File: config.mk
export PLATFORM = sky130hd
export DESIGN_NAME = shift_operand_stage
export DESIGN_NICKNAME = d
export VERILOG_FILES = /design/src/rtl/shift_operand_stage_pkg.sv /design/src/rtl/shift_operand_stage_reg_shift_amount_map.sv /design/src/rtl/shift_operand_stage.sv
export SDC_FILE = /design/constraint.sdc
export NUM_CORES = 1
export LEC_CHECK = 0
export ABC_AREA = 1
export CAP_MARGIN = 30
export CORE_UTILIZATION = 45
export CTS_CLUSTER_DIAMETER = 120
export DETAILED_ROUTE_END_ITERATION = 8
export MAX_ROUTING_LAYER = met4
export PLACE_DENSITY = 0.85
export REMOVE_ABC_BUFFERS = 1
export SLEW_MARGIN = 10
export SYNTH_ARGS = -nofsm -noshare
export SYNTH_HDL_FRONTEND = slang
export SYNTH_SLANG_ARGS = --single-unit
File: constraint.sdc
create_clock -name clk -period 2.3 [get_ports clk]
set_clock_uncertainty 0.2 [all_clocks]
set_input_delay 0.575 -clock clk [delete_from_list [all_inputs] [get_ports clk]]
set_output_delay 0.575 -clock clk [all_outputs]
set_load 0.05 [all_outputs]
File: src/rtl/shift_operand_stage_pkg.sv
// Shared widths, shift codes, FSM states and the shifter operand bundle.
package shift_operand_stage_pkg;

  localparam int unsigned FULLW         = 32;
  localparam int unsigned WIDTH         = 5;
  localparam int unsigned SHIFTCODEW    = 2;
  localparam int unsigned INSTRW        = 32;
  localparam int unsigned RSADDRW       = 4;
  localparam int unsigned AMTW          = 8;
  localparam int unsigned OP2_IMM_BIT   = 25;
  localparam int unsigned OP2_REGSH_BIT = 4;

  typedef enum logic [SHIFTCODEW-1:0] {
    SH_LSL = 2'b00,
    SH_LSR = 2'b01,
    SH_ASR = 2'b10,
    SH_ROR = 2'b11
  } shiftcode_e;

  typedef enum logic {
    ST_IDLE    = 1'b0,
    ST_RS_WAIT = 1'b1
  } state_e;

  // Everything the shifter and the ALU override mux need for one operand.
  typedef struct packed {
    logic [FULLW-1:0] shiftin;
    logic [WIDTH-1:0] shiftby;
    shiftcode_e       shiftcode;
    logic             fix_en;
    logic [FULLW-1:0] fix_val;
    logic             fix_carry;
  } op2_t;

endpackage

File: src/rtl/shift_operand_stage_reg_shift_amount_map.sv
// Maps an 8-bit register shift amount onto the shifter's 5-bit encoding,
// falling back to a fixed result/carry where that encoding cannot express it.
module reg_shift_amount_map
  import shift_operand_stage_pkg::*;
(
  input  shiftcode_e       code_i,
  input  logic [AMTW-1:0]  amt_i,
  input  logic [FULLW-1:0] rm_i,
  output op2_t             op2_c_o
);

  logic amt_ge32;
  logic amt_is32;
  logic lo5_zero;

  assign amt_ge32 = |amt_i[AMTW-1:WIDTH];
  assign amt_is32 = (amt_i == AMTW'(32));
  assign lo5_zero = (amt_i[WIDTH-1:0] == '0);

  // Amount classification: 0, 1..31 pass straight through; >=32 needs care.
  always_comb begin
    op2_c_o           = '0;
    op2_c_o.shiftin   = rm_i;
    op2_c_o.shiftcode = code_i;
    op2_c_o.shiftby   = amt_i[WIDTH-1:0];
    if (amt_i == '0) begin
      // Zero register amount leaves Rm and the carry flag untouched.
      op2_c_o.shiftcode = SH_LSL;
      op2_c_o.shiftby   = '0;
    end else if (amt_ge32) begin
      case (code_i)
        SH_LSL: begin
          op2_c_o.shiftby   = '0;
          op2_c_o.fix_en    = 1'b1;
          op2_c_o.fix_val   = '0;
          op2_c_o.fix_carry = amt_is32 ? rm_i[0] : 1'b0;
        end
        SH_LSR: begin
          // LSR #0 in the shifter already means LSR #32.
          op2_c_o.shiftby = '0;
          if (!amt_is32) begin
            op2_c_o.fix_en    = 1'b1;
            op2_c_o.fix_val   = '0;
            op2_c_o.fix_carry = 1'b0;
          end
        end
        SH_ASR: begin
          // ASR #0 in the shifter means ASR #32, identical for all larger amounts.
          op2_c_o.shiftby = '0;
        end
        default: begin
          // Rotations by a multiple of 32 return Rm with carry = Rm[31].
          if (lo5_zero) begin
            op2_c_o.fix_en    = 1'b1;
            op2_c_o.fix_val   = rm_i;
            op2_c_o.fix_carry = rm_i[FULLW-1];
          end
        end
      endcase
    end
  end

endmodule

File: src/rtl/shift_operand_stage.sv
// Operand2 decode stage feeding shifter32: immediate, immediate-shift and
// register-shift forms, with a one-cycle Rs fetch for the register form.
module shift_operand_stage
  import shift_operand_stage_pkg::*;
(
  input  logic                  clk,
  input  logic                  rst_n,
  input  logic                  flush,
  input  logic                  in_valid,
  output logic                  in_ready,
  input  logic [INSTRW-1:0]     in_instr,
  input  logic [FULLW-1:0]      in_rm_data,
  output logic                  rs_rd_en,
  output logic [RSADDRW-1:0]    rs_addr,
  input  logic [FULLW-1:0]      rs_data,
  output logic                  out_valid,
  input  logic                  out_ready,
  output logic [FULLW-1:0]      out_shiftin,
  output logic [WIDTH-1:0]      out_shiftby,
  output logic [SHIFTCODEW-1:0] out_shiftcode,
  output logic                  out_fix_en,
  output logic [FULLW-1:0]      out_fix_val,
  output logic                  out_fix_carry
);

  state_e           state_q, state_d;
  logic             out_valid_q, out_valid_d;
  op2_t             out_q, out_d;
  logic [FULLW-1:0] rm_q, rm_d;
  shiftcode_e       code_q, code_d;

  logic             is_imm;
  logic             is_regsh;
  logic             accept;
  op2_t             imm_op2;
  op2_t             rs_op2;
  logic [3:0]       rot;
  logic             unused_bits;

  assign unused_bits = ^{in_instr[INSTRW-1:OP2_IMM_BIT+1], in_instr[OP2_IMM_BIT-1:12],
                         rs_data[FULLW-1:AMTW]};

  assign is_imm   = in_instr[OP2_IMM_BIT];
  assign is_regsh = !is_imm && in_instr[OP2_REGSH_BIT];
  assign rot      = in_instr[11:8];
  assign in_ready = !flush && (state_q == ST_IDLE) && (!out_valid_q || out_ready);
  assign accept   = in_valid && in_ready;
  assign rs_addr  = in_instr[11:8];

  // Decode of the two forms that complete in the accept cycle.
  always_comb begin
    imm_op2 = '0;
    if (is_imm) begin
      imm_op2.shiftin = FULLW'(in_instr[7:0]);
      if (rot == '0) begin
        // ROR #0 would be RRX in the shifter, so an unrotated immediate uses LSL #0.
        imm_op2.shiftcode = SH_LSL;
        imm_op2.shiftby   = '0;
      end else begin
        imm_op2.shiftcode = SH_ROR;
        imm_op2.shiftby   = {rot, 1'b0};
      end
    end else begin
      imm_op2.shiftin   = in_rm_data;
      imm_op2.shiftcode = shiftcode_e'(in_instr[6:5]);
      imm_op2.shiftby   = in_instr[11:7];
    end
  end

  reg_shift_amount_map u_amount_map (
    .code_i  (code_q),
    .amt_i   (rs_data[AMTW-1:0]),
    .rm_i    (rm_q),
    .op2_c_o (rs_op2)
  );

  // FSM state register.
  always_ff @(posedge clk or negedge rst_n) begin
    if (!rst_n) begin
      state_q <= ST_IDLE;
    end else begin
      state_q <= state_d;
    end
  end

  // FSM next state: register shifts spend exactly one cycle waiting for Rs.
  always_comb begin
    state_d = state_q;
    case (state_q)
      ST_IDLE:    if (accept && is_regsh) state_d = ST_RS_WAIT;
      ST_RS_WAIT: state_d = ST_IDLE;
      default:    state_d = ST_IDLE;
    endcase
  end

  // FSM outputs: Rs read strobe only on the accept cycle of a register shift.
  always_comb begin
    rs_rd_en = 1'b0;
    if ((state_q == ST_IDLE) && accept && is_regsh) rs_rd_en = 1'b1;
  end

  // Output register / Rm latch next-state; flush wins over every load.
  always_comb begin
    out_valid_d = out_valid_q && !out_ready;
    out_d       = out_q;
    rm_d        = rm_q;
    code_d      = code_q;
    if (flush) begin
      out_valid_d = 1'b0;
    end else if (state_q == ST_RS_WAIT) begin
      out_valid_d = 1'b1;
      out_d       = rs_op2;
    end else if (accept) begin
      if (is_regsh) begin
        rm_d   = in_rm_data;
        code_d = shiftcode_e'(in_instr[6:5]);
      end else begin
        out_valid_d = 1'b1;
        out_d       = imm_op2;
      end
    end
  end

  // Datapath registers.
  always_ff @(posedge clk or negedge rst_n) begin
    if (!rst_n) begin
      out_valid_q <= 1'b0;
      out_q       <= '0;
      rm_q        <= '0;
      code_q      <= SH_LSL;
    end else begin
      out_valid_q <= out_valid_d;
      out_q       <= out_d;
      rm_q        <= rm_d;
      code_q      <= code_d;
    end
  end

  assign out_valid     = out_valid_q;
  assign out_shiftin   = out_q.shiftin;
  assign out_shiftby   = out_q.shiftby;
  assign out_shiftcode = out_q.shiftcode;
  assign out_fix_en    = out_q.fix_en;
  assign out_fix_val   = out_q.fix_val;
  assign out_fix_carry = out_q.fix_carry;

endmodule

### Yosys cells after proc, flatten, opt, wreduce, memory -nomap -nowiden

Cells that the tools add are included.

| storage, ports and cells | value |
|---|---|
| flip-flop bits (word level) | 109 |
| bits of input ports | 101 |
| output and inout port bits | 80 |
| logic and storage cells | 60 |

| cells by class | value |
|---|---|
| equality and inequality tests | 4 |
| multiplexer cells | 22 |
| bitwise operators | 2 |
| reduce and logical (&&, ||, !) cells | 22 |

Operators with widths:

| kind | number |
|---|---|
| $mux 73 | 3 |
| $mux 34 | 4 |
| $pmux 34 s3 | 1 |
| $mux 39 | 1 |
| $mux 5 | 3 |
| $eq 8x6->1 const B | 1 |
| $logic_and 1x1->1 | 8 |
| $logic_not 8->1 | 1 |
| $mux 1 | 7 |
| $mux 7 | 1 |
| $reduce_or 3->1 | 2 |
| $logic_not 5->1 | 1 |
| $logic_not 1->1 | 4 |
| $logic_not 4->1 | 1 |
| $reduce_and 4->1 | 1 |
| $reduce_and 3->1 | 1 |
| $eq 2x1->1 const B | 1 |
| $eq 2x2->1 const B | 1 |
| $logic_not 2->1 | 1 |
| $mux 2 | 1 |
| $ne 2x2->1 const B | 1 |
| $not 1->1 | 2 |
| $pmux 1 s2 | 1 |
| $reduce_bool 2->1 | 1 |
| $logic_or 1x1->1 | 1 |

### Depth between registers and ports, before layout

Gate-level depths: netlist of run 1.

| depth | value |
|---|---|
| depth after elaboration | 7 |
| mapped depth | 9 |
| gate-level depth less buffers | 8 |

### Hierarchy

Synthesis of run 1 repeated with hierarchy kept, for this count alone.

| second synthesis, totals | value |
|---|---|
| cells, all modules | 774 |
| area, all modules | 5,820.6 um^2 |

Modules (own cells, without submodules):

| module | times used | cells an instance | area an instance (um^2) | seq. area each (um^2) |
|---|---|---|---|---|
| shift_operand_stage | 1 | 636 | 5,052.3 | 2,727.6 |
| reg_shift_amount_map | 1 | 138 | 768.2 | 0.0 |

### Least setup slack after synthesis of run 1

Ideal clock, no wire load.

| path | value |
|---|---|
| path kind | reg2out |
| from | reg out_valid_q (netlist: out_valid) |
| to | out rs_rd_en |
| data arrival time | 1.434 ns |
| data required time | 1.525 ns |
| slack | 0.091 ns |
| stages on the path, launching flop included | 6 |
| buffers on the path | 1 |
| cells stage by stage | dfrtp_1 nand2_1 and2_4 nand2_4 nor2_8 buf_6 |

| on the way | value |
|---|---|
| word-level cells in the longest chain between the ends | 7 |

Ends and longest elaborated chain:

| element | RTL line | source |
|---|---|---|
| start: declaration | shift_operand_stage.sv:27 | `logic out_valid_q, out_valid_d;` |
| start signal: assignment | shift_operand_stage.sv:132 | `out_valid_q <= out_valid_d;` |
| $logic_not 1->1 | shift_operand_stage.sv:46 | `assign in_ready = !flush && (state_q == ST_IDLE) && (!out_valid_q \|\| out_ready);` |
| $logic_or 1x1->1 | shift_operand_stage.sv:46 |  |
| $logic_and 1x1->1 | shift_operand_stage.sv:46 |  |
| named net in_ready | shift_operand_stage.sv:10 | `output logic in_ready,` |
| $logic_and 1x1->1 | shift_operand_stage.sv:47 | `assign accept = in_valid && in_ready;` |
| $logic_and 1x1->1 (2 in a row) | shift_operand_stage.sv:99 | `if ((state_q == ST_IDLE) && accept && is_regsh) rs_rd_en = 1'b1;` |
| $mux 1 | shift_operand_stage.sv:99 |  |
| end: declaration | shift_operand_stage.sv:13 | `output logic rs_rd_en,` |

The timed path passes the listed nets, and every way through them passes these cells.

### Worst setup path in the final report of run 1

| path | value |
|---|---|
| from | in flush |
| to | out rs_rd_en |

| on the way | value |
|---|---|
| word-level cells in the longest chain between the ends | 7 |

Ends and longest elaborated chain:

| element | RTL line | source |
|---|---|---|
| start: declaration | shift_operand_stage.sv:8 | `input logic flush,` |
| $logic_not 1->1 | shift_operand_stage.sv:46 |  |
| $logic_and 1x1->1 (2 in a row) | shift_operand_stage.sv:46 |  |
| $logic_and 1x1->1 | shift_operand_stage.sv:47 |  |
| $logic_and 1x1->1 (2 in a row) | shift_operand_stage.sv:99 |  |
| $mux 1 | shift_operand_stage.sv:99 |  |

No other way between the ends.

==> results of run 1 <==
==> registers in the layout, indices dropped and copies added, names as in the netlist <==
signal / cells
code_q: 2
out_fix_carry: 1
out_fix_en: 1
out_fix_val: 32
out_shiftby: 5
out_shiftcode: 2
out_shiftin: 32
out_valid: 1
rm_q: 32
state_q: 1
==> tightest hold or removal path: stages (launching register included) <==
cell,delay (ns)
sky130_fd_sc_hd__dfrtp_1,0.35
sky130_fd_sc_hd__nand2_1,0.06
sky130_fd_sc_hd__nand2_1,0.05
==> routing by layer <==
metal,share of wire (%),routed length (um)
met2,51,6760
met4,1.0,138
met1,43,5610
met3,4.8,636
met5,0,0
==> power groups by stage <==
stage          Sequential, mW  Combinational (mW)  Clock, mW
2_1_floorplan            2.79               0.348          0
3_3_place_gp             2.34                1.38          0
3_5_place_dp             2.36                1.41          0
4_1_cts                  2.31                1.35       1.12
5_1_grt                  2.35                1.45       1.20
6_report                 2.31                1.34       1.10
==> per-stage QoR <==
step | power (mW) | TNS [ns] | worst slack [ns] | hold WS [ns]
finish | 4.75 | 0 | 0.0155 | 0.282
global route | 5.00 | -0.0275 | -0.0275 | 0.305
CTS | 4.78 | -0.0502 | -0.0502 | 0.284
detailed placement | 3.77 | -5.15 | -0.213 | 0.262
global placement | 3.73 | -3.99 | -0.151 | 0.256
floorplan | 3.13 | -54.31 | -0.814 | 0.0794
==> what timing repair did <==
action | CTS | global route
buffers inserted | 3 | 0
hold buffers | 1 | 0
gates resized for setup | 65 | 8
pin swaps | 2 | 0
endpoints found under the hold margin | 9 | 0
endpoints found under the setup margin | 64 | 7
==> how the worst max path moves through the flow <==
stage,cells after the start,endpoint,slack [ns],startpoint
final,6,rs_rd_en,0.02,flush
after global routing,6,rs_rd_en,-0.03,flush
after CTS,4,rs_rd_en,-0.05,in_instr[4]
after detailed placement,8,rm_q[0],-0.21,flush
after global placement,7,rs_rd_en,-0.15,out_ready
after floorplan,6,out_valid,-0.81,in_instr[25]
==> Yosys cell counts (2+ instances only) <==
cell                         n  share of area (%)
sky130_fd_sc_hd__a21oi_1    15                1.5
sky130_fd_sc_hd__a31oi_1    14                1.7
sky130_fd_sc_hd__buf_2      16                1.6
sky130_fd_sc_hd__buf_4       5               0.74
sky130_fd_sc_hd__buf_6       6                1.3
sky130_fd_sc_hd__clkbuf_1   13               0.97
sky130_fd_sc_hd__dfrtp_1   109                 54
sky130_fd_sc_hd__inv_1      39                2.9
sky130_fd_sc_hd__inv_2       2               0.15
sky130_fd_sc_hd__nand2_1   259                 19
sky130_fd_sc_hd__nand2_2     2               0.25
sky130_fd_sc_hd__nand3_1    39                3.9
sky130_fd_sc_hd__nand3b_1   17                2.5
sky130_fd_sc_hd__nand4_1     2               0.25
sky130_fd_sc_hd__nor2_1     17                1.3
sky130_fd_sc_hd__nor2_2      4               0.50
sky130_fd_sc_hd__o21ai_0    51                5.1
sky130_fd_sc_hd__o21ai_1     7               0.69
==> final cells by class <==
| type | count | share of cell area (%) |
|---|---|---|
| well taps | 140 | 2.56 |
| repair buffers | 171 | 24.4 |
| multi-input cells | 433 | 28.2 |
| inverters | 41 | 2.25 |
| clock inverters | 5 | 0.640 |
| flip-flops and latches | 109 | 39.9 |
| clock buffers | 11 | 2.07 |
==> kinds of logic (layout without fill, tap and decap cells) <==
group | count (synthesis) | after routing | share of synthesized area [%]
and+or+nand+nor | 344 | 344 | 28.9
AOI/OAI and AO/OA | 89 | 89 | 9.30
DFF | 109 | 109 | 54.1
buffers and inverters | 82 | 228 | 7.76
==> placed cells by master, fill, tap and decap left out, types with 10 or more instances in the layout <==
master,count
sky130_fd_sc_hd__nand2_1,258
sky130_fd_sc_hd__dfrtp_1,108
sky130_fd_sc_hd__dlygate4sd2_1,64
sky130_fd_sc_hd__clkdlybuf4s50_1,53
sky130_fd_sc_hd__o21ai_0,51
sky130_fd_sc_hd__inv_1,39
sky130_fd_sc_hd__nand3_1,39
sky130_fd_sc_hd__buf_4,35
sky130_fd_sc_hd__nor2_1,17
sky130_fd_sc_hd__nand3b_1,17
sky130_fd_sc_hd__a21oi_1,15
sky130_fd_sc_hd__a31oi_1,14
sky130_fd_sc_hd__buf_12,11
sky130_fd_sc_hd__clkbuf_8,10
==> summary.txt, run 1 <==
GR met3 Demand/Resource: 3.81%
Mapped Area: 5040 um^2
Part of the power in combinational logic: 28.1%
Register share of total power: 48.7%
Max cap viols: 0
TritonCTS clock tree: built
DIE HEIGHT: 108 um
Hold worst-path end: out_shiftin[16]
Cell family with most CP delay: simple AND/OR/NAND/NOR gates
Switching Fraction: 36.0%
Unique masters post-synth: 25
Final slew viol count: 0
Worst skew pair latency: 0.35 ns
Pin count of the biggest net entering global routing: 46
Post-detailed-route wirelength per cell: 14.4 um
Die width: 108 um
Detail-routed via count per cell: 5.15
Final period util: 99.3%
Initial antenna violation count: 0
Non-filler instance count after layout: 910
Startpoint type of the worst setup path: primary input
Crit. End Element: output pin
Number of levels the H-tree was split into: 3
Count of warnings emitted by yosys: 0
Residual antenna-violating net count after detailed routing: 0
Fill cell instance count of the final layout: 934
Clock power share: 23.2%
Starting utilization of the core area: 46.3%
Worst-path clk slew: 0.09 ns
Total wire length after detailed routing: 13.1 mm
Number of vias after detailed routing: 4,685
Headroom to the max-slew limit: 63.3%
Hold Crit Depth: 2
Crit path buffers/inverters: 2
Total of endpoints with negative setup slack in the final report: 0
Site Rows: 38
Reg2Reg Setup Slack: 0.41 ns
Max stage delay on crit path: 0.27 ns
Post-synthesis register bit count: 109
Reg2reg path depth: 6
Remaining global-route overflow: 0
Critical-path cell with the highest stage delay: sky130_fd_sc_hd__dlygate4sd2_1
Crit path arrival time: 1.51 ns
Data required time of the critical path: 1.52 ns
Internal power summed over all cells: 3.04 mW
Sequence of cells on the critical path: dlygate4sd2_1, nor2_2, and2_4, nand2_4, nor2_8, buf_12
Power per cell area: 694 nW/um^2
DR pass1 iterations: 5
Maximum achievable frequency: 0.438 GHz
Placed inst area: 6680 um^2
Primary FF master, synth: sky130_fd_sc_hd__dfrtp_1
Unrepaired setup endpoints after global routing: yes
Path class of the lowest-slack min-delay path: flop to flop
Launching point of the worst reg2reg path: state_q
Minimum clock period after layout: 2.28 ns
Vias in the first global route: 4,758
Post-layout instance area: 6850 um^2
Global Route Usage Sum: 24.9%
Hold violation total from the final report: 0
Clock net sink count: 109
Fraction of final layout cells sized beyond drive strength 1: 9.74%
Routing layer with the top usage in global route: met2
Multi-input logic area: 1930 um^2
Worst Hold Launch: out_shiftin[16]
IO buf count: 137
Gate Count Post-Synth: 624
Worst setup path class: primary input to output pin
I/O pin count: 181
Final design utilization: 62.9%
Synthesis-to-layout area growth: 35.7%
Avg Cell Area, Syn: 8.08 um^2
CP max FO: 2
Placeable core area: 10,900 um^2
Met1 routing resource usage after global routing: 30.9%
Count of inserted antenna diode cells: 0
Initial drt markers: 236
Global-route wire length before repair: 22.1 mm
Clock buffer count from CTS: 9
Register area share after synthesis: 54.1%
Die Footprint: 11,600 um^2
P_sw: 1.71 mW
Root Buffer Master: sky130_fd_sc_hd__clkbuf_8
Drc violations: 0
Max VDD drop: 0.415 mV
Placed Cells: 890
Storage element area: 2730 um^2
Result of the run: complete, no violations
DP Wirelength: 9.26 mm
Routability-driven placement congestion ratio: 0.832
Pleak: 3.85 nW
Reg2reg end: out_fix_val[10]
Share of async-settable or async-resettable flops after synthesis: 100%
Number of enable flip-flop cells after synthesis: 0
Worst slew pin tran: 0.550 ns
Buffer depth of the longest clock path: 2
Number of nets in the layout: 866
Global routing met2 resource utilization: 41.8%
Note: power is estimated with default switching activity, not from simulation.
==> run 2, diff against run 1 <==
--- a/config.mk
+++ b/config.mk
@@ -10,6 +10,7 @@
 export CORE_UTILIZATION = 45
 export CTS_CLUSTER_DIAMETER = 120
 export DETAILED_ROUTE_END_ITERATION = 8
+export HOLD_SLACK_MARGIN = 0.12
 export MAX_ROUTING_LAYER = met4
 export PLACE_DENSITY = 0.85
 export REMOVE_ABC_BUFFERS = 1
==> results of run 2 <==
The final DEF is identical to that of run 1; final timing and power are the same.
==> run 3, diff against run 2 <==
--- a/config.mk
+++ b/config.mk
@@ -12,7 +12,7 @@
 export DETAILED_ROUTE_END_ITERATION = 8
 export HOLD_SLACK_MARGIN = 0.12
 export MAX_ROUTING_LAYER = met4
-export PLACE_DENSITY = 0.85
+export PLACE_DENSITY = 0.92
 export REMOVE_ABC_BUFFERS = 1
 export SLEW_MARGIN = 10
 export SYNTH_ARGS = -nofsm -noshare
==> run 3 against run 2 <==
Net effect: maximum frequency is essentially flat; total power grew 2.2%; final cell count shrank 0.22%; sequential power is essentially flat; cell area grew 1.1%; sequential cell count is the same; global-route usage shrank 0.62 points; sequential share of layout area shrank 0.42 points; largest cell class unchanged; critical path depth shrank 1.
==> summary.txt, run 3 (synthesis results as in run 1) <==
Final-layout setup total negative slack: 0 ns
Root Buffer Master: sky130_fd_sc_hd__clkbuf_8
Crit path arrival time: 1.51 ns
Clock buffer count from CTS: 9
Number of levels the H-tree was split into: 3
Routing layer with the top usage in global route: met2
Starting utilization of the core area: 46.3%
Reg2reg path depth: 7
TritonCTS clock tree: built
Initial drt markers: 249
Placed inst area: 6710 um^2
Hold violation total from the final report: 0
Minimum clock period after layout: 2.28 ns
Data required time of the critical path: 1.52 ns
Worst-path clk slew: 0.11 ns
Worst setup path class: primary input to output pin
Global Route Usage Sum: 24.3%
Detail-routed via count per cell: 5.07
Synthesis-to-layout area growth: 37.2%
CP max FO: 4
Clock net sink count: 109
Fraction of final layout cells sized beyond drive strength 1: 10.4%
Die Footprint: 11,600 um^2
Headroom to the max-slew limit: 65.6%
Remaining global-route overflow: 0
IO buf count: 137
Site Rows: 38
Power per cell area: 702 nW/um^2
Die width: 108 um
Met1 routing resource usage after global routing: 32.5%
I/O pin count: 181
Total of endpoints with negative setup slack in the final report: 0
Placeable core area: 10,900 um^2
Worst Hold Slack: 0.275 ns
Result of the run: complete, no violations
Path class of the lowest-slack min-delay path: flop to flop
Buffer depth of the longest clock path: 2
Global-route wire length before repair: 21.4 mm
Global routing met2 resource utilization: 39.4%
DR pass1 iterations: 5
Post-layout instance area: 6920 um^2
Commonest cells after routing, fill and taps aside: sky130_fd_sc_hd__nand2_1 (258), sky130_fd_sc_hd__dfrtp_1 (108), sky130_fd_sc_hd__clkdlybuf4s50_1 (52), sky130_fd_sc_hd__o21ai_0 (51), sky130_fd_sc_hd__dlygate4sd2_1 (50)
Hold Crit Depth: 2
Startpoint type of the worst setup path: primary input
Crit. End Element: output pin
Final period util: 99.3%
Worst skew pair latency: 0.35 ns
Pleak: 3.97 nW
Initial antenna violation count: 0
Count of inserted antenna diode cells: 0
Leading cell type in the layout, fill and taps excluded: sky130_fd_sc_hd__nand2_1
Drc violations: 0
Max cap viols: 0
Number of nets in the layout: 864
Routability-driven placement congestion ratio: 0.834
Total power after layout: 4.86 mW
Maximum achievable frequency: 0.438 GHz
Fill cell instance count of the final layout: 887
Final slew viol count: 0
Post-detailed-route wirelength per cell: 14.6 um
Residual antenna-violating net count after detailed routing: 0
Unrepaired setup endpoints after global routing: no
GR met3 Demand/Resource: 3.69%
Total wire length after detailed routing: 13.2 mm
DIE HEIGHT: 108 um
Pin count of the biggest net entering global routing: 45
Worst slew pin tran: 0.516 ns
Max VDD drop: 0.561 mV
Number of vias after detailed routing: 4,603
DP Wirelength: 9.14 mm
Vias in the first global route: 4,407
Final design utilization: 63.5%
run 3: final timing paths:
path	startpoint	to	slack, ns
worst max-delay path	in_instr[25]	rs_rd_en	0.02
max in group asynchronous	rst_n	out_fix_val[27]	0.83
worst min-delay path	out_shiftin[14]	out_shiftin[14]	0.28
worst max register to register	state_q	out_shiftin[5]	0.32
min in group asynchronous	rst_n	out_fix_carry	0.50
worst min register to register	out_shiftin[14]	out_shiftin[14]	0.28
run 3: area by class of cell:
type / count / area [um^2] / share of cell area [%]
Clock buffer: 11 / 151 / 2.19
Clock inverter: 5 / 56.3 / 0.814
Inverter: 41 / 154 / 2.22
Multi-Input combinational cell: 433 / 1940 / 28.0
Sequential cell: 109 / 2730 / 39.4
Tap cell: 140 / 175 / 2.53
Timing Repair Buffer: 169 / 1720 / 24.8
run 3: layer usage:
metal	share of wire, %	routed length, um	vias to the layer above
met2	49	6520	150
met1	45	5980	2193
met5	0	0	-
met4	0.57	76	0
li1	-	-	2254
met3	5.0	657	6
run 3: where the power goes:
part           internal (mW)  switching, mW
Sequential              2.18          0.142
Clock                  0.565          0.629
Combinational          0.443          0.907
Total                   3.18           1.68
run 3: worst max-delay path, stage by stage:
cell and delay [ns]:
sky130_fd_sc_hd__clkdlybuf4s50_1 0.42, sky130_fd_sc_hd__inv_2 0.12, sky130_fd_sc_hd__nand2_4 0.09, sky130_fd_sc_hd__nor2_8 0.14, sky130_fd_sc_hd__buf_12 0.15
run 3: timing repair:
action,4_1_cts,5_1_grt
gates cloned,0,0
setup buffers,2,0
hold buffers,1,0
gates resized for setup,52,19
endpoints found under the hold margin,25,0
pin swaps,2,2
endpoints found under the setup margin,50,16
run 3: through the flow:
stage	cells	worst slack, ns
final	908	0.0153
after global placement	889	-0.195
after floorplan	583	-0.814
after global routing	908	0.00377
after CTS	908	-0.0467
after detailed placement	889	-0.206
